[src/rtl/col_frame_sequencer.sv]
// Frame-level controller for the column-streaming pixel pipeline: init pulse, tail handshake,
// column counting, frame/error flags and stall watchdog. Define COL_FRAME_SEQ_AUTO_RESTART_EN
// to restart a new frame automatically one cycle after each clean frame completes.
module col_frame_sequencer #(
  parameter int unsigned NUM_COLS    = 256,
  parameter int unsigned INIT_CYCLES = 2,
  parameter int unsigned TIMEOUT     = 1023,
  parameter int unsigned CW          = 8
) (
  input  logic          clock,
  input  logic          reset,
  input  logic          start,
  input  logic          sink_ready,
  input  logic          stage_rdy,
  input  logic          stage_last,
  output logic          init,
  output logic          sink_req,
  output logic          col_accept,
  output logic [CW-1:0] col_idx,
  output logic          busy,
  output logic          frame_done,
  output logic          err_count,
  output logic          err_timeout,
  output logic [15:0]   frame_cnt
);

  typedef enum logic [2:0] {
    S_IDLE,
    S_INIT,
    S_RUN,
    S_DONE,
    S_ERR
  } state_e;

  localparam logic [3:0]    INIT_LOAD = 4'(INIT_CYCLES);
  localparam logic [CW:0]   COLS_W    = (CW+1)'(NUM_COLS);
  localparam logic [CW-1:0] LAST_IDX  = CW'(NUM_COLS - 1);
  localparam logic [16:0]   TIMEOUT_W = 17'(TIMEOUT);

  state_e        state_q, state_d;
  logic [3:0]    init_cnt_q, init_cnt_d;
  logic [CW-1:0] col_cnt_q, col_cnt_d;
  logic [15:0]   wdog_q, wdog_d;
  logic          init_q, init_d;
  logic          busy_q, busy_d;
  logic          col_accept_q, col_accept_d;
  logic [CW-1:0] col_idx_q, col_idx_d;
  logic          frame_done_q, frame_done_d;
  logic          err_count_q, err_count_d;
  logic          err_timeout_q, err_timeout_d;
  logic [15:0]   frame_cnt_q, frame_cnt_d;

  logic          accept;
  logic          stall;
  logic          launch;
  logic          done_exit;

  assign sink_req = (state_q == S_RUN) && sink_ready;
  assign accept   = sink_req && stage_rdy;
  assign stall    = sink_req && !stage_rdy;

`ifdef COL_FRAME_SEQ_AUTO_RESTART_EN
  assign done_exit = 1'b1;
`else
  assign done_exit = start;
`endif

  // NOTE: every signal written here gets a default first, so no path leaves one unassigned
  // and no latch is inferred.
  always_comb begin
    state_d       = state_q;
    init_cnt_d    = init_cnt_q;
    col_cnt_d     = col_cnt_q;
    wdog_d        = wdog_q;
    col_accept_d  = 1'b0;
    col_idx_d     = col_idx_q;
    frame_done_d  = 1'b0;
    err_count_d   = err_count_q;
    err_timeout_d = err_timeout_q;
    frame_cnt_d   = frame_cnt_q;
    launch        = 1'b0;

    unique case (state_q)
      S_IDLE: launch = start;
      S_INIT: begin
        if (init_cnt_q <= 4'd1) state_d = S_RUN;
        else                    init_cnt_d = init_cnt_q - 4'd1;
      end
      S_RUN: begin
        if (accept) begin
          col_accept_d = 1'b1;
          col_idx_d    = col_cnt_q;
          col_cnt_d    = col_cnt_q + 1'b1;
          wdog_d       = '0;
          if (stage_last) begin
            if (({1'b0, col_cnt_q} + 1'b1) == COLS_W) begin
              state_d      = S_DONE;
              frame_done_d = 1'b1;
              frame_cnt_d  = frame_cnt_q + 16'd1;
            end else begin
              state_d     = S_ERR;
              err_count_d = 1'b1;
            end
          end else if (col_cnt_q == LAST_IDX) begin
            // Column beyond the frame without last_col: overrun.
            state_d     = S_ERR;
            err_count_d = 1'b1;
          end
        end else if (stall) begin
          if (({1'b0, wdog_q} + 17'd1) == TIMEOUT_W) begin
            state_d       = S_ERR;
            err_timeout_d = 1'b1;
            wdog_d        = '0;
          end else begin
            wdog_d = wdog_q + 16'd1;
          end
        end else begin
          wdog_d = '0;
        end
      end
      S_DONE:  launch = done_exit;
      S_ERR:   launch = start;
      default: state_d = S_IDLE;
    endcase

    if (launch) begin
      state_d       = S_INIT;
      init_cnt_d    = INIT_LOAD;
      col_cnt_d     = '0;
      wdog_d        = '0;
      err_count_d   = 1'b0;
      err_timeout_d = 1'b0;
    end

    init_d = (state_d == S_INIT);
    busy_d = (state_d == S_INIT) || (state_d == S_RUN);
  end

  // NOTE: state registers use non-blocking assignments so every flop samples pre-edge values.
  always_ff @(posedge clock) begin
    if (reset) begin
      state_q       <= S_IDLE;
      init_cnt_q    <= '0;
      col_cnt_q     <= '0;
      wdog_q        <= '0;
      init_q        <= 1'b0;
      busy_q        <= 1'b0;
      col_accept_q  <= 1'b0;
      col_idx_q     <= '0;
      frame_done_q  <= 1'b0;
      err_count_q   <= 1'b0;
      err_timeout_q <= 1'b0;
      frame_cnt_q   <= '0;
    end else begin
      state_q       <= state_d;
      init_cnt_q    <= init_cnt_d;
      col_cnt_q     <= col_cnt_d;
      wdog_q        <= wdog_d;
      init_q        <= init_d;
      busy_q        <= busy_d;
      col_accept_q  <= col_accept_d;
      col_idx_q     <= col_idx_d;
      frame_done_q  <= frame_done_d;
      err_count_q   <= err_count_d;
      err_timeout_q <= err_timeout_d;
      frame_cnt_q   <= frame_cnt_d;
    end
  end

  assign init        = init_q;
  assign busy        = busy_q;
  assign col_accept  = col_accept_q;
  assign col_idx     = col_idx_q;
  assign frame_done  = frame_done_q;
  assign err_count   = err_count_q;
  assign err_timeout = err_timeout_q;
  assign frame_cnt   = frame_cnt_q;

endmodule

[config.mk]
export PLATFORM = sky130hd
export DESIGN_NAME = col_frame_sequencer
export DESIGN_NICKNAME = d
export VERILOG_FILES = /design/src/rtl/col_frame_sequencer.sv
export SDC_FILE = /design/constraint.sdc
export NUM_CORES = 1
export LEC_CHECK = 0
export BUFFER_PORTS_ARGS = -buffer_cell sky130_fd_sc_hd__buf_4
export CORE_MARGIN = 4
export CORE_UTILIZATION = 40
export CTS_CLUSTER_SIZE = 12
export DETAILED_ROUTE_END_ITERATION = 12
export GPL_TIMING_DRIVEN = 0
export SLEW_MARGIN = 25
export SYNTH_ARGS = -nofsm -noshare
export SYNTH_HDL_FRONTEND = slang
export SYNTH_SLANG_ARGS = --single-unit
[constraint.sdc]
create_clock -name clock -period 2.2 [get_ports clock]
set_input_delay 0.11 -clock clock [delete_from_list [all_inputs] [get_ports clock]]
set_output_delay 0.11 -clock clock [all_outputs]
set_load 0.02 [all_outputs]
==> Implementation_results.wiki, run 1 <==
{| class="wikitable"
! Metric !! Value
|-
| Initial drt markers || 86
|-
| Data arrival time of the worst path || between 2 and 2.5 ns
|-
| Number of buffers created by CTS || 9
|-
| Fin crit period || about 2.1 ns
|-
| Met1 GRT Util || a little under a quarter
|-
| Highest clock frequency the design can meet || ~0.47 GHz
|-
| Count of buffers from port buffering || 36
|-
| Power density cells || 627 mW/mm^2
|-
| Final worst-path setup slack || 0.0945 ns
|-
| CP Data Required Time || 2.48 ns
|-
| Internal portion of total power || 1.86 mW
|-
| Average size of a mapped cell || 8.11 um^2
|-
| Power after layout || 2.45 mW
|-
| Instance count of the mapped netlist || 384
|-
| Final setup violating endpoints || 0
|-
| Total DRC errors in the routed layout || 0
|-
| Number of flops mapped to enable cells by yosys || 0
|-
| Fin crit share || 95.7%
|-
| Mapped Area || between 0.003 and 0.004 mm^2
|-
| Io pins || 37
|-
| Most area-hungry cell type in the Yosys netlist || dfxtp_1
|-
| Synth Net Count || around 400
|-
| Diodes inserted || 0
|-
| Maximum vdd ir drop || 351 uV
|-
| Global-route layer with the greatest usage || met2
|-
| Top post-synthesis cells by area || dfxtp_1 (39%), nand2_1 (7.4%), nor2_1 (5.5%)
|-
| Post-route insts no fill || 535
|-
| Total global routing track utilization || between 10% and 20%
|-
| Crit path capture type || flip-flop
|-
| Share of the yosys chip area belonging to registers || 39.2%
|-
| Clock sinks || 61
|-
| Startpoint of the worst-slack reg-to-reg timing path || col_cnt_q[0]
|-
| Final routed wirelength across all metal layers || 7660 um
|-
| Minimum setup slack after placement || -0.262 ns
|-
| Power share of the combinational group || 7.3%
|-
| CTS H-Tree Depth || 3
|-
| Hold Violations, Final || 0
|-
| Crit-path max FO || 10
|-
| Placed Area || 0.00351 mm^2
|-
| Worst-Skew Late Latency || around 0.35 ns
|-
| Setup crit start kind || flip-flop
|-
| Core Footprint || 0.00741 mm^2
|-
| Part of the total power dissipated in the clock network || 46.3%
|-
| Ratio of cells with drive above 1 in the final layout || 22.0%
|-
| Most common cell after layout, fill and taps aside || nand2_1
|-
| Placed Cells incl. Taps || 519
|-
| Number of global-route vias before repair || approximately 2600
|-
| Critical Path Max Stage Delay || 0.38 ns
|-
| Cell with the largest stage delay on the worst path || dfxtp_1
|-
| Die Area || 0.00926 mm^2
|-
| Clock tree from TritonCTS || done
|-
| Gpl congestion || 0.824
|-
| Setup clock skew after layout || 0.00770 ns
|-
| Standby leakage power || approximately 1.5 nW
|-
| Number of buffers added to fix hold violations after cts || 0
|-
| Switching power as a share of total power || roughly a quarter
|-
| Antenna violation net count after detailed routing || 0
|-
| Largest buffer count on any clock path || 2
|-
| Initial antenna violation count || 0
|-
| Critical path type || reg2reg
|-
| Switching pwr || a little under 600 uW
|-
| Worst min-delay path startpoint || reset
|-
| Number of nets in the layout || 444
|-
| Share of the synthesized area in the top cell type || 39.2%
|-
| CTS root buffer || clkbuf_8
|-
| CP top delay family || compound AO/OA/AOI/OAI gates
|-
| YS warnings || 0
|-
| Sequential Power Share || 46.4%
|-
| FFs w/ async S/R, synth || 0%
|-
| Maximum number of pins on one net before global-route repair || 12
|-
| Total Negative Setup Slacks || 0 ns
|-
| Vert. Die Dim || around 96 um
|-
| Initial Utilization || 42.0%
|-
| Clock-pin slew on the worst setup and hold paths || 0.07 ns
|-
| Wirelength per Cell || 14.3 um
|-
| Post-detail-place hpwl || 5260 um
|-
| Result of the run || finished clean
|-
| Total via count in the routed design || 2860
|-
| Crit-path cells || a211oi_1, o2111ai_2, nor3_2, clkbuf_4, nand4_1, or2_2, a21oi_1
|-
| Met3 capacity usage during global routing || 6.02%
|-
| Number of search-and-repair iterations in the first detailed-routing pass || 4
|-
| Final Max Slew Viols || 0
|-
| Design area || between 0.003 and 0.004 mm^2
|-
| Die X-Extent || just under 100 um
|-
| Most frequent cells in the layout || nand2_1 (61), dfxtp_1 (54), nor2_1 (46), buf_4 (39), a21oi_1 (18)
|-
| Type of the tightest min-delay check || in2reg
|-
| Synth Flop Type || dfxtp_1
|-
| P&R area growth vs syn || 25.6%
|-
| Relative slew slack || slightly below 60%
|-
| Total number of placement rows || 31
|-
| Critical path origin || col_cnt_q[0]
|-
| Vias/cell || 5.35
|-
| Unique masters post-synth || 57
|-
| #FFs+latches synth || 61
|-
| Total buffers and inverters traversed by the critical path || 1
|-
| Maximum capacitance violations || 0
|-
| Measured slew at the worst slew-check pin || 0.632 ns
|-
| Met2 track utilization from global routing || 25.6%
|-
| Aggregate global routing overflow || 0
|-
| Wire length of the first global-routing pass || 12400 um
|}
## Yosys cell counts (5+ instances only)
| cell | n |
|---|---|
| xor2_1 | 17 |
| nor2_1 | 46 |
| nand4_1 | 17 |
| nand3_1 | 15 |
| xnor2_1 | 8 |
| and2_1 | 10 |
| dfxtp_1 | 61 |
| ha_1 | 7 |
| nor2b_1 | 5 |
| nand2_1 | 61 |
| a21oi_1 | 18 |
| clkbuf_1 | 15 |
| o22ai_1 | 8 |
| inv_1 | 9 |
| nor3_1 | 7 |
| o21ai_0 | 7 |
## power by group through the flow
| stage | Clock (mW) | Combinational (mW) | Sequential [mW] |
|---|---|---|---|
| floorplan | 0 | 0.108 | 1.16 |
| global placement | 0 | 0.173 | 1.16 |
| detailed placement | 0 | 0.174 | 1.16 |
| CTS | 1.17 | 0.178 | 1.13 |
| global route | 1.21 | 0.200 | 1.14 |
| finish | 1.13 | 0.180 | 1.14 |
## per-stage QoR
step / hold slack, ns / util [%]
final: 0.0509 / 52.8
after floorplan: 0.281 / -
after CTS: 0.0330 / 51.3
after detailed placement: 0.413 / 47.3
after global routing: 0.0585 / 52.8
after global placement: 0.410 / 47.3
## tightest hold or removal path, delay by kind of cell
kind / cells / cell delay [ns]
AND/OR/NAND/NOR: 2 / 0.14
buffers and inverters: 1 / 0.10
## path summary, 6_finish.rpt
check / end / slack, ns / depth (start not counted)
setup reg to reg: frame_cnt[7] / 0.09 / 7
hold / removal: frame_cnt[14] / 0.05 / 3
setup / recovery: frame_cnt[7] / 0.09 / 7
hold reg to reg: col_idx[5] / 0.46 / 2
## timing repair
action	in CTS	in global routing
pin swaps	2	5
setup buffers	3	1
resized for setup	9	29
endpoints found under the setup margin	16	26
## cell type report
type / count / area (um^2)
plain buffers: 15 / 70.1
clock buffers: 10 / 138
well taps: 99 / 124
inverters: 9 / 33.8
repair buffers: 40 / 304
multi-input cells: 295 / 1920
flip-flops and latches: 61 / 1230
clock inverters: 6 / 86.3
fillers: 714 / 3500
## per-layer routing
metal	up-vias	wire (um)
met4	0	88
met5	-	0
met1	1333	3600
met3	9	383
li1	1455	-
met2	63	3590
## state kept, by name, summed over array words and instances (netlist names)
signal       count
frame_done       1
wdog_q          16
col_idx          8
init_cnt_q       4
frame_cnt       16
busy             1
err_count        1
err_timeout      1
init             1
col_cnt_q        8
state_q          3
col_accept       1
## cell families after synthesis
| logic type | Yosys count | share of synthesized area, % |
|---|---|---|
| buffers and inverters | 28 | 3.74 |
| adder cells (fa/ha/maj) | 7 | 2.81 |
| multiplexers | 2 | 0.643 |
| XOR/XNOR | 25 | 7.03 |
| flip-flops | 61 | 39.2 |
| AND/OR/NAND/NOR | 199 | 32.8 |
| AO/OA/AOI/OAI | 62 | 13.7 |
Power figures use the tool's default switching activity.
==> inputs of run 2 (changes only) <==
Settings changed: CORE_UTILIZATION 40 to 45.
==> Implementation_results.wiki, run 2 (synthesis results as in run 1) <==
{| class="wikitable"
! Metric !! Value
|-
| Number of nets in the layout || 449 (+1.1%)
|-
| Initial antenna violation count || 0 (unchanged)
|-
| Clock-pin slew on the worst setup and hold paths || 0.07 ns (about the same)
|-
| Worst min-delay path endpoint || frame_cnt[14]
|-
| Critical path type || reg2reg
|-
| Met1 GRT Util || 24.3% (+1.1 points)
|-
| CTS root buffer || clkbuf_8
|-
| Largest buffer count on any clock path || 2 (unchanged)
|-
| Maximum capacitance violations || 0 (unchanged)
|-
| Power share of the combinational group || 8.5% (+1.2 points)
|-
| Maximum vdd ir drop || 440 uV (+25%)
|-
| Worst-Skew Late Latency || 0.34 ns (about the same)
|-
| Crit-path cells || clkbuf_4, and4b_1, a211o_1, buf_6, or2_4, a311oi_4, buf_4, nor2_4, o21ai_1
|-
| Core Footprint || 0.00676 mm^2 (-8.8%)
|-
| Fin crit period || 2.10 ns (-0.00591 ns)
|-
| Met3 capacity usage during global routing || 3.07% (-3.0 points)
|-
| Final routed wirelength across all metal layers || 7450 um (-2.7%)
|-
| Global-route layer with the greatest usage || met2
|-
| Die X-Extent || 91.2 um (-5.2%)
|-
| Critical Path Max Stage Delay || 0.30 ns (-0.08 ns)
|-
| Io pins || 37 (unchanged)
|-
| P&R area growth vs syn || 26.4%
|-
| Count of buffers from port buffering || 36 (unchanged)
|-
| Total DRC errors in the routed layout || 0 (unchanged)
|-
| CP Data Required Time || 2.47 ns (about the same)
|-
| Antenna violation net count after detailed routing || 0 (unchanged)
|-
| Fin crit share || 95.4% (-0.27 points)
|-
| Die Area || 0.00831 mm^2 (-10%)
|-
| Number of search-and-repair iterations in the first detailed-routing pass || 4 (unchanged)
|-
| Fill cell count || 618 (-13%)
|-
| Number of buffers created by CTS || 9 (unchanged)
|-
| Most common cell after layout, fill and taps aside || nand2_1
|-
| Initial Utilization || 46.1% (+4.1 points)
|-
| Switching pwr || 586 uW (-1.5%)
|-
| Cell with the largest stage delay on the worst path || dfxtp_1
|-
| Worst Reg-to-Reg Cells || 9 (+2)
|-
| Wire length of the first global-routing pass || 12000 um (-3.4%)
|-
| Highest clock frequency the design can meet || 0.476 GHz (+0.28%)
|-
| Worst hold path cell count || 3 (unchanged)
|-
| Maximum number of pins on one net before global-route repair || 12 (unchanged)
|-
| Vias/cell || 5.47 (+2.4%)
|-
| Ratio of cells with drive above 1 in the final layout || 24.3% (+2.2 points)
|-
| Setup crit start kind || flip-flop
|-
| Standby leakage power || 1.55 nW (+1.2%)
|-
| Crit path capture type || flip-flop
|-
| Total global routing track utilization || 17.6% (+0.36 points)
|-
| Internal portion of total power || 1.63 mW (-12%)
|-
| Worst min-delay path startpoint || reset
|-
| Clock tree from TritonCTS || done
|-
| Type of the tightest min-delay check || in2reg
|-
| Post-detail-place hpwl || 5200 um (-1.1%)
|-
| End of the worst register-to-register path || wdog_q[5]
|-
| Reg-to-reg setup timing slack || 0.10 ns (about the same)
|-
| Crit-path max FO || 9 (-1)
|-
| Most frequent cells in the layout || nand2_1 (61), dfxtp_1 (52), nor2_1 (46), buf_4 (44), a21oi_1 (18)
|-
| Hold Violations, Final || 0 (unchanged)
|-
| Final setup violating endpoints || 0 (unchanged)
|-
| Sequential Power Share || 51.1% (+4.7 points)
|-
| Startpoint of the worst-slack reg-to-reg timing path || state_q[1]
|-
| Number of buffers added to fix hold violations after cts || 0 (unchanged)
|-
| Met2 track utilization from global routing || 27.2% (+1.6 points)
|-
| CTS H-Tree Depth || 3 (unchanged)
|-
| Part of the total power dissipated in the clock network || 40.4% (-5.9 points)
|-
| Power density cells || 563 mW/mm^2 (-10%)
|-
| Initial drt markers || 141 (+64%)
|-
| Vert. Die Dim || 91.2 um (-5.2%)
|-
| Total number of placement rows || 30 (-3.2%)
|-
| Gpl congestion || 0.760 (-7.8%)
|-
| Wirelength per Cell || 14.3 um (-0.11%)
|-
| Share of the core filled with cells in the final layout || 58.2% (+5.4 points)
|-
| Diodes inserted || 0 (unchanged)
|-
| Number of global-route vias before repair || 2470 (-5.3%)
|-
| Data arrival time of the worst path || 2.37 ns (about the same)
|-
| Total via count in the routed design || 2852 (-0.28%)
|-
| Setup clock skew after layout || 0.00895 ns (+0.00125 ns)
|-
| Switching power as a share of total power || 26.5% (+2.2 points)
|-
| Hold Worst Slack || 0.0558 ns (+0.00493 ns)
|-
| Result of the run || finished clean
|-
| Final Max Slew Viols || 0 (unchanged)
|-
| Aggregate global routing overflow || 0 (unchanged)
|-
| Clock sinks || 61 (unchanged)
|-
| Measured slew at the worst slew-check pin || 0.632 ns (+0.000563 ns)
|-
| Relative slew slack || 57.7% (about the same)
|}
run 2: changes by cell type in the layout (fill, tap and decap cells not counted), sizes merged:
| cell | delta |
|---|---|
| a41oi | +1 |
| clkinv | +1 |
| buf | +4 |
| bufinv | -2 |
| clkinvlp | +1 |
run 2: repair_timing:
action,in CTS,in global routing
endpoints found under the setup margin,20,23
cloned,0,1
setup buffers,4,3
gates resized for setup,14,34
pin swaps,3,11
run 2: how the worst max path moves through the flow:
stage | start | slack (ns) | end | cells after the start
floorplan | init_cnt_q[0] | 0.18 | busy | 8
finish | state_q[1] | 0.10 | wdog_q[5] | 9
CTS | wdog_q[0] | 0.01 | state_q[2] | 7
global route | state_q[1] | -0.007 | frame_cnt[15] | 7
detailed placement | wdog_q[0] | -0.29 | state_q[2] | 7
global placement | wdog_q[0] | -0.28 | busy | 7
run 2: metrics by stage:
stage	TNS (ns)	worst slack [ns]	power, mW	instances	area (um^2)
after global routing	-0.0132	-0.00723	2.33	521	3930
after CTS	0	0.0111	2.23	520	3770
after detailed placement	-3.45	-0.290	1.33	500	3480
after floorplan	0	0.183	1.27	384	3110
final	0	0.100	2.22	521	3930
after global placement	-3.29	-0.278	1.33	500	3480
run 2: cell type report:
cell class              count  area, um^2  area share, %
repair buffers             43         323           8.21
well taps                  80         100           2.54
clock inverters             6        38.8          0.986
flip-flops and latches     61        1230           31.3
clock buffers              10         138           3.50
plain buffers              16        77.6           1.97
inverters                   9        33.8          0.859
multi-input cells         296        1990           50.6
run 2: layer usage:
layer | vias to the layer above | part of all wire, % | wire, um
met1 | 1337 | 48 | 3610
met5 | - | 0 | 0
li1 | 1457 | - | -
met2 | 49 | 46 | 3460
met4 | 0 | 1.6 | 121
met3 | 9 | 3.5 | 263
run 2: worst max-delay path, delay by kind of cell (launching register included):
family | cells | cell delay (ns)
buffers and inverters | 3 | 0.52
flip-flops | 1 | 0.30
AO/OA/AOI/OAI | 3 | 0.63
AND/OR/NAND/NOR | 3 | 0.58
run 2: power groups by stage:
stage	sequential [mW]	clock, mW	combinational [mW]
after global routing	1.14	0.985	0.208
after global placement	1.16	0	0.170
after detailed placement	1.16	0	0.171
after floorplan	1.16	0	0.108
final	1.13	0.895	0.188
after CTS	1.13	0.918	0.175
==> inputs of run 3 (changes only) <==
Settings changed: CTS_BUF_LIST set to sky130_fd_sc_hd__clkbuf_16, GPL_ROUTABILITY_DRIVEN set to 0.
==> Implementation_results.wiki, run 3 (synthesis results as in run 1) <==
{| class="wikitable"
! Metric !! Value
|-
| Highest metal layer with signal wires || met4
|-
| Sum of met2 wire segment lengths after detailed routing || 3190 um (-7.6%)
|-
| Number of global-route vias before repair || 2513 (+1.7%)
|-
| Most frequent cells in the layout || nand2_1 (61), dfxtp_1 (56), nor2_1 (46), buf_4 (42), a21oi_1 (18)
|-
| Final Max Slew Viols || 0 (unchanged)
|-
| Crit path capture type || flip-flop
|-
| Worst-Skew Late Latency || 0.32 ns (-0.02 ns)
|-
| Number of buffers created by CTS || 9 (unchanged)
|-
| Fin crit share || 97.6% (+2.1 points)
|-
| Setup clock skew after layout || 0.00480 ns (-0.00415 ns)
|-
| RSZ-0062 raised after global routing || true
|-
| Diodes inserted || 0 (unchanged)
|-
| Hold Worst Slack || 0.0838 ns (+0.0280 ns)
|-
| Placed Cells incl. Taps || 500 (unchanged)
|-
| Vert. Die Dim || 91.2 um (unchanged)
|-
| Core Footprint || 0.00676 mm^2 (unchanged)
|-
| Number of search-and-repair iterations in the first detailed-routing pass || 4 (unchanged)
|-
| CTS root buffer || clkbuf_16
|-
| Data arrival time of the worst path || 2.41 ns (+0.04 ns)
|-
| Largest buffer count on any clock path || 2 (unchanged)
|-
| Ratio of cells with drive above 1 in the final layout || 21.8% (-2.5 points)
|-
| Crit-path max FO || 8 (-1)
|-
| Maximum vdd ir drop || 443 uV (+0.59%)
|-
| Count of buffers from port buffering || 36 (unchanged)
|-
| Setup crit start kind || flip-flop
|-
| Final routed wirelength across all metal layers || 7220 um (-3.1%)
|-
| Vias/cell || 5.49 (+0.35%)
|-
| Total DRC errors in the routed layout || 0 (unchanged)
|-
| Die X-Extent || 91.2 um (unchanged)
|-
| Power after layout || 2.56 mW (+16%)
|-
| Initial antenna violation count || 0 (unchanged)
|-
| Measured slew at the worst slew-check pin || 0.608 ns (-0.0249 ns)
|-
| CTS H-Tree Depth || 3 (unchanged)
|-
| Number of nets in the layout || 449 (unchanged)
|-
| Initial drt markers || 123 (-13%)
|-
| Initial Utilization || 46.1% (unchanged)
|-
| Most common cell after layout, fill and taps aside || nand2_1
|-
| Total number of placement rows || 30 (unchanged)
|-
| Wire length of the first global-routing pass || 12000 um (+0.64%)
|-
| Final setup violating endpoints || 0 (unchanged)
|-
| Critical path type || reg2reg
|-
| Post-route insts no fill || 521 (unchanged)
|-
| Hold Violations, Final || 0 (unchanged)
|-
| Standby leakage power || 1.59 nW (+2.4%)
|-
| Fill cell count || 623 (+0.81%)
|-
| Clock-pin slew on the worst setup and hold paths || 0.05 ns (-0.02 ns)
|-
| Highest clock frequency the design can meet || 0.466 GHz (-2.2%)
|-
| Met3 routed WL || 227 um (-14%)
|-
| Aggregate global routing overflow || 0 (unchanged)
|-
| Die Area || 0.00831 mm^2 (unchanged)
|-
| Maximum capacitance violations || 0 (unchanged)
|-
| Wirelength per Cell || 13.9 um (-3.1%)
|-
| Post-detail-place hpwl || 5200 um (unchanged)
|-
| Result of the run || finished clean
|-
| Antenna violation net count after detailed routing || 0 (unchanged)
|-
| Final worst-path setup slack || 0.0532 ns (-0.0472 ns)
|-
| Io pins || 37 (unchanged)
|-
| Fin crit period || 2.15 ns (+0.0472 ns)
|-
| Total Negative Setup Slacks || 0 ns (unchanged)
|-
| Type of the tightest min-delay check || in2reg
|-
| Relative slew slack || 59.4% (+1.7 points)
|-
| Minimum setup slack after placement || -0.290 ns (unchanged)
|-
| Maximum number of pins on one net before global-route repair || 12 (unchanged)
|-
| Clock tree from TritonCTS || done
|-
| Total global routing track utilization || 17.7% (+0.10 points)
|-
| P&R area growth vs syn || 27.0%
|-
| Power density cells || 649 mW/mm^2 (+15%)
|-
| Total via count in the routed design || 2862 (+0.35%)
|-
| Clock sinks || 61 (unchanged)
|-
| CP Data Required Time || 2.47 ns (about the same)
|-
| Wl on met1 || 3650 um (+1.1%)
|}
## run 3: repair_timing
| item | in CTS | in global routing |
|---|---|---|
| pin swaps | 2 | 9 |
| endpoints found under the setup margin | 20 | 23 |
| hold buffers | 0 | 0 |
| gates resized for setup | 10 | 25 |
| buffers inserted | 3 | 3 |
## run 3: metal layers
metal	vias to the layer above	GRT usage, %
met5	-	0
li1	1465	-
met4	0	8.29
met1	1331	24.1
met3	15	3.31
met2	51	27.1
## run 3: path summary, 6_finish.rpt
path | slack (ns) | cells past startpoint | start | endpoint
setup / recovery | 0.05 | 6 | state_q[2] | frame_cnt[13]
setup reg to reg | 0.05 | 6 | state_q[2] | frame_cnt[13]
hold / removal | 0.08 | 3 | reset | frame_cnt[14]
hold reg to reg | 0.46 | 2 | col_idx[3] | col_idx[3]
## run 3: cell type report
cell class | instances | area [um^2] | area share (%)
buffer | 18 | 83.8 | 2.12
clock buffer | 9 | 225 | 5.70
clock inverter | 7 | 42.5 | 1.08
inverter | 9 | 33.8 | 0.855
multi-input combinational | 295 | 1910 | 48.4
sequential | 61 | 1230 | 31.1
tap | 80 | 100 | 2.53
timing repair buffer | 42 | 328 | 8.29
## run 3: stage by stage
step | util [%] | cell area, um^2
floorplan | - | 3110
global placement | 51.6 | 3480
detailed placement | 51.6 | 3480
CTS | 56.6 | 3820
global route | 58.5 | 3950
finish | 58.5 | 3950
## run 3: worst max-delay path, cell delays in order, from the launching register on
cell	delay, ns
dfxtp_1	0.39
and4bb_4	0.44
nand3_2	0.17
nor3_4	0.24
nand4_1	0.25
or4_1	0.53
nand2_1	0.08
## run 3: power breakdown
group	total (mW)	internal [mW]	switching, mW
logic	0.186	0.0727	0.113
clock network	1.24	0.751	0.492
registers	1.13	1.12	0.0118
total	2.56	1.95	0.618
